## config.mk

```make
export PLATFORM = sky130hd
export DESIGN_NAME = sext_arbiter
export DESIGN_NICKNAME = d
export VERILOG_FILES = /design/src/rtl/sext_arbiter.sv
export SDC_FILE = /design/constraint.sdc
export NUM_CORES = 1
export LEC_CHECK = 0
export ABC_AREA = 0
export CORE_MARGIN = 2
export CORE_UTILIZATION = 39
export CTS_CLUSTER_DIAMETER = 50
export DETAILED_ROUTE_END_ITERATION = 8
export PLACE_DENSITY = 0.9
export SETUP_SLACK_MARGIN = 0.05
export SYNTH_ARGS = -nofsm -noshare
export SYNTH_HDL_FRONTEND = slang
export SYNTH_SLANG_ARGS = --single-unit
```

## constraint.sdc

```tcl
create_clock -name clk -period 2.4 [get_ports clk]
set_clock_uncertainty 0.15 [all_clocks]
set_input_delay 0.48 -clock clk [delete_from_list [all_inputs] [get_ports clk]]
set_output_delay 0.48 -clock clk [all_outputs]
set_load 0.01 [all_outputs]
```

## src/rtl/sext_arbiter.sv

```systemverilog
// sext_arbiter: two requesters (decode, load unit) share one sign/zero
// extension datapath through a round-robin arbiter. A single registered
// output stage gives 1-cycle latency at full throughput.
// Parameters: N output width, M max input width (N > M, M >= 8).
// Optional feature macro: SEXT_ARB_STATS_EN adds saturating 16-bit
// per-requester transfer counters (grant0_cnt, grant1_cnt).
module sext_arbiter #(
   parameter int N = 32,
   parameter int M = 16
) (
   input  logic         clk,
   input  logic         rst,
   input  logic         req0_valid,
   input  logic [M-1:0] req0_data,
   input  logic [1:0]   req0_mode,
   output logic         req0_ready,
   input  logic         req1_valid,
   input  logic [M-1:0] req1_data,
   input  logic [1:0]   req1_mode,
   output logic         req1_ready,
   output logic         out_valid,
   input  logic         out_ready,
   output logic [N-1:0] out_data,
   output logic         out_id
`ifdef SEXT_ARB_STATS_EN
   ,
   output logic [15:0]  grant0_cnt,
   output logic [15:0]  grant1_cnt
`endif
);

   typedef enum logic {
      EMPTY = 1'b0,
      FULL  = 1'b1
   } state_t;

   typedef enum logic [1:0] {
      MODE_SIGN_M = 2'b00,
      MODE_ZERO_M = 2'b01,
      MODE_SIGN_8 = 2'b10,
      MODE_ZERO_8 = 2'b11
   } ext_mode_t;

   state_t         state;
   logic           last_grant;
   logic           can_accept;
   logic           grant0;
   logic           grant1;
   logic           xfer;
   logic           sel_id;
   logic [M-1:0]   sel_data;
   logic [1:0]     sel_mode;
   logic [N-1:0]   ext_data;

   // Extend an operand to N bits; upper input bits are ignored in byte modes.
   function automatic logic [N-1:0] extend(input logic [M-1:0] d, input logic [1:0] mode);
      logic [N-1:0] r;
      case (ext_mode_t'(mode))
         MODE_SIGN_M: r = {{(N-M){d[M-1]}}, d};
         MODE_ZERO_M: r = {{(N-M){1'b0}}, d};
         MODE_SIGN_8: r = {{(N-8){d[7]}}, d[7:0]};
         default:     r = {{(N-8){1'b0}}, d[7:0]};
      endcase
      return r;
   endfunction

   // Arbitration, handshake and operand select; ready depends on valid and
   // out_ready only, never on anything downstream of a requester's valid.
   always_comb begin
      // NOTE: every output of this block is given a default first so no
      // path leaves a signal unassigned and no latch is inferred.
      grant0     = 1'b0;
      grant1     = 1'b0;
      can_accept = (state == EMPTY) || out_ready;
      if (req0_valid && req1_valid) begin
         grant0 = last_grant;
         grant1 = !last_grant;
      end else begin
         grant0 = req0_valid;
         grant1 = req1_valid;
      end
      req0_ready = can_accept && grant0;
      req1_ready = can_accept && grant1;
      xfer       = req0_ready || req1_ready;
      sel_id     = grant1;
      sel_data   = grant1 ? req1_data : req0_data;
      sel_mode   = grant1 ? req1_mode : req0_mode;
      ext_data   = extend(sel_data, sel_mode);
   end

   // Output-stage FSM: EMPTY/FULL with registered valid, data, id and grant history.
   always_ff @(posedge clk) begin
      // NOTE: sequential state uses non-blocking assignments so every
      // register samples pre-edge values regardless of statement order.
      if (rst) begin
         // NOTE: out_data is reset too because its post-reset value is
         // observable; a pure pipeline data register would not need it.
         state      <= EMPTY;
         out_valid  <= 1'b0;
         out_data   <= '0;
         out_id     <= 1'b0;
         last_grant <= 1'b1;
      end else begin
         case (state)
            EMPTY: begin
               if (xfer) begin
                  state      <= FULL;
                  out_valid  <= 1'b1;
                  out_data   <= ext_data;
                  out_id     <= sel_id;
                  last_grant <= sel_id;
               end
            end
            FULL: begin
               if (xfer) begin
                  // Back-to-back: consumer takes the old result, new one loads.
                  out_data   <= ext_data;
                  out_id     <= sel_id;
                  last_grant <= sel_id;
               end else if (out_ready) begin
                  state      <= EMPTY;
                  out_valid  <= 1'b0;
               end
            end
            default: begin
               state     <= EMPTY;
               out_valid <= 1'b0;
            end
         endcase
      end
   end

`ifdef SEXT_ARB_STATS_EN
   // Per-requester transfer counters, saturating at all-ones.
   always_ff @(posedge clk) begin
      if (rst) begin
         grant0_cnt <= '0;
         grant1_cnt <= '0;
      end else begin
         if (req0_valid && req0_ready && (grant0_cnt != 16'hFFFF))
            grant0_cnt <= grant0_cnt + 16'd1;
         if (req1_valid && req1_ready && (grant1_cnt != 16'hFFFF))
            grant1_cnt <= grant1_cnt + 16'd1;
      end
   end
`endif

endmodule

```

After elaboration in Yosys (flattened, before gate mapping)
Cells that the tools add are included.
Storage, ports and cells
  register bits after elaboration: 36
  input bits: 41
  output and inout bits: 36
Operators by class
  bitwise operators: 1
  reductions and logical operators: 8
  eq/ne operators: 5
  mux-type cells: 15
Operator list (number)
  $pmux 32 s3: 1
  $mux 32: 1
  $mux 16: 1
  $mux 1: 9
  $ne 2x2->1 const B: 3
  $pmux 1 s2: 2
  $logic_and 1x1->1: 3
  $reduce_and 3->1: 1
  $eq 2x1->1 const B: 1
  $eq 2x2->1 const B: 1
  $logic_not 2->1: 1
  $logic_or 1x1->1: 2
  $mux 2: 1
  $logic_not 1->1: 1
  $not 1->1: 1

Longest topological paths before layout
  word-level depth: 6
  depth in mapped cells: 6
  mapped depth without buffers: 4

Worst setup path after synthesis
No wires, ideal clock.
  path type: input to output
  from: input req1_valid
  to: output req1_ready
  buffers on the path: 2
  setup slack: 0.595 ns
  stages: 5
  arrival time: 1.175 ns
  path through: a21boi_1 buf_2 buf_4 nand2_1 inv_1
Between the ends
  word-level cells in the longest chain between the ends: 3
RTL lines
  start: declaration: line 17  | input logic req1_valid,
  $logic_and 1x1->1: line 75  | if (req0_valid && req1_valid) begin
  $mux 1 *: line 75
  $logic_and 1x1->1 *: line 83  | req1_ready = can_accept && grant1;
  end: declaration: line 20  | output logic req1_ready,
Mark *: on every way between the ends. The rest lies on a longest branch, timed or not.

Worst setup path after layout
  from: input req1_valid
  to: output req0_ready
Between the ends
  word-level cells in the longest chain between the ends: 3
RTL lines
  $logic_and 1x1->1: line 75
  $mux 1: line 75
  $logic_and 1x1->1: line 82  | req0_ready = can_accept && grant0;
  end: declaration: line 16  | output logic req0_ready,
Every way passes these cells.

==> run metrics <==
Hold Crit Start out_data[10]; port bufs 76; initial antenna violation count 0; CP Launch Point req1_valid; pin count of the biggest net entering global routing 21; share of cells above drive strength 1 0.121; Pwr Density approximately 480 mW/mm2; initial drt markers 16; antenna viol nets, final 0; Ports 77; Initial Utilization 0.401; overall power just over 0.9 mW; outcome complete, no violations; Seq/Total Area, Yosys 0.352; achievable frequency 453 MHz; Max Root-Sink Buffers 2; Tmin final 2210 ps; Total Nets Final 248; Final Util 0.651; largest cells by area after synthesis dfxtp_1 (35%), buf_4 (11%), a311oi_1 (6.6%); Crit Path Class input pin to output port; Compound-Gate Fraction of Synth Area 0.260; RSZ-0062 raised after global routing false; top-area cell type share of the netlist area 0.352; worst-path maximum fanout 4; DR vias 1,212; CTS H-tree depth 1; CTS tree built; max cap viols 0; routing usage on met3 0.0459; core area 0.00298 mm2; simple-gate share of the synthesized area 0.238; Design Area, Final 0.00194 mm2; Vert. Die Dim 59.4 um; global routing usage on met2 0.317; Worst-path clk slew about 120 ps; Die Wd 59.4 um; Synth Instances 140; Hold Violations, Final 0; FF-to-FF Start last_grant; DP HPWL 2490 um; vias in the first global route approximately 1,100; GR Util All Layers 0.190; first-pass GRT wire length 5100 um; Worst-Margin Slew 445 ps; cell taking the most area after synthesis dfxtp_1; 1st-pass router iterations 4; WL final between 3000 and 4000 um; largest family of logic cells by synthesized area compound AO/OA/AOI/OAI gates; Cell Area, Placed around 0.0019 mm2; full die area 0.00352 mm2; via-per-instance ratio 5.07; GRT overflow 0; adder-cell share of the synthesized area 0; setup ws final 193 ps; Post-Syn Nets 181; Final period util 0.920; Sink Count 21; DR WL/cell between 10 and 15 um; CP endpoint kind output port; critical path launch point type input pin; HP Class flop to flop; Synth cell types 31; Peak VDD IR 0.220 mV; post-synthesis xor/xnor area fraction 0; ant diodes 0; Avg Cell Area, Syn 8.53 um2; WP data required ~1800 ps; final setup fails 0; worst rel slew slack 0.703; pre-CTS WS -74.5 ps; Static Leak 0.743 nW; Root Buffer clkbuf_4; Synth Warn # 0; # rows 20; CTS buffer count 3; final slew viol count 0; Setup TNS 0 ps; clock latency on the worst-skew pair ~290 ps; met1 Use GR 0.236; gpl congestion between 0.8 and 0.9; GR peak layer met2; # DRC 0; Seq cells post-synth 21; critical path data arrival time around 1600 ps; multiplexer share of the synthesized area 0; Synth Cell Area 0.00119 mm2; area grow syn2layout 62.3%
[path summary, 6_finish.rpt]
path / end / slack, ps / cells past startpoint
hold / removal: out_data[10] / 330 / 1
hold reg to reg: out_data[10] / 330 / 1
setup reg to reg: out_data[9] / 640 / 5
setup / recovery: req0_ready / 190 / 5
[layout make-up]
cell class / instances / area, um2
clock inverter: 1 / 5.00
fill: 255 / 1040
tap: 33 / 41.3
sequential: 21 / 420
inverter: 3 / 11.3
clock buffer: 3 / 22.5
timing repair buffer: 87 / 841
multi-input combinational: 91 / 598
[kinds of logic (layout without fill, tap and decap cells)]
group | after synthesis | count (layout)
AND/OR/NAND/NOR | 60 | 60
AO/OA/AOI/OAI | 31 | 31
buffers and inverters | 28 | 94
flip-flops | 21 | 21
[per-stage QoR]
stage               hold WS, ps  cells
floorplan                   299    140
global placement            308    235
detailed placement          305    235
CTS                         336    239
global route                361    239
finish                      330    239
[critical path, stage by stage]
cell and delay (ps):
clkdlybuf4s50_1 480, buf_4 120, nor2b_1 170, nor2_1 50, dlygate4sd2_1 270
[flip-flops by register name, summed over array words and instances (netlist names)]
register / count
out_data: 17
out_valid: 1
out_id: 1
state: 1
last_grant: 1
[placed cells by master (no fill, tap or decap), drive strengths merged, types with 2 or more instances in the layout]
master          n
a211oi          2
a21oi           3
a311oi         14
buf            11
clkbuf          3
clkdlybuf4s50  74
dfxtp          21
dlygate4sd2     2
inv             3
nand2          18
nand2b          3
nand3           7
nand3b          5
nor2           20
o21ai           2
o31ai           2
or3             2
[cell usage after synthesis]
| library cell | number |
|---|---|
| dfxtp_1 | 21 |
| nor2_1 | 20 |
| nand2_1 | 18 |
| buf_4 | 17 |
| a311oi_1 | 9 |
| nand3_1 | 7 |
| a311oi_2 | 5 |
| nand3b_1 | 5 |
| clkbuf_1 | 4 |
| a21oi_1 | 3 |
| buf_2 | 3 |
| inv_1 | 3 |
| nand2b_1 | 3 |
| a211oi_2 | 2 |
| o21ai_0 | 2 |
| o31ai_1 | 2 |
| or3_1 | 2 |
| a21bo_1 | 1 |
| a21boi_1 | 1 |
| a221o_1 | 1 |
| a2bb2o_4 | 1 |
| and3_1 | 1 |
| buf_6 | 1 |
| nand4b_1 | 1 |
| nor2b_1 | 1 |
| nor3b_1 | 1 |
| o21a_1 | 1 |
| o22ai_1 | 1 |
| o2bb2ai_1 | 1 |
| o311a_4 | 1 |
| or3b_1 | 1 |
[where the power goes]
part	leakage [nW]	switching, mW	internal (mW)	total, mW
Combinational	0.551	0.142	0.211	0.353
Clock	0.0177	0.106	0.0621	0.168
Sequential	0.175	0.0233	0.383	0.406
Total	0.743	0.271	0.656	0.927
[routing by layer]
metal / up-vias / wire length [um]
li1: 615 / -
met1: 540 / 1450
met2: 53 / 1510
met3: 4 / 254
met4: 0 / 25
met5: - / 0
[timing repair]
item / 4_1_cts / 5_1_grt
gates resized for setup: 3 / 0
hold endpoints to repair: 0 / 0
hold buffers: 0 / 0
setup buffers: 0 / 0
endpoints found under the setup margin: 2 / 0
Power figures use the tool's default switching activity.
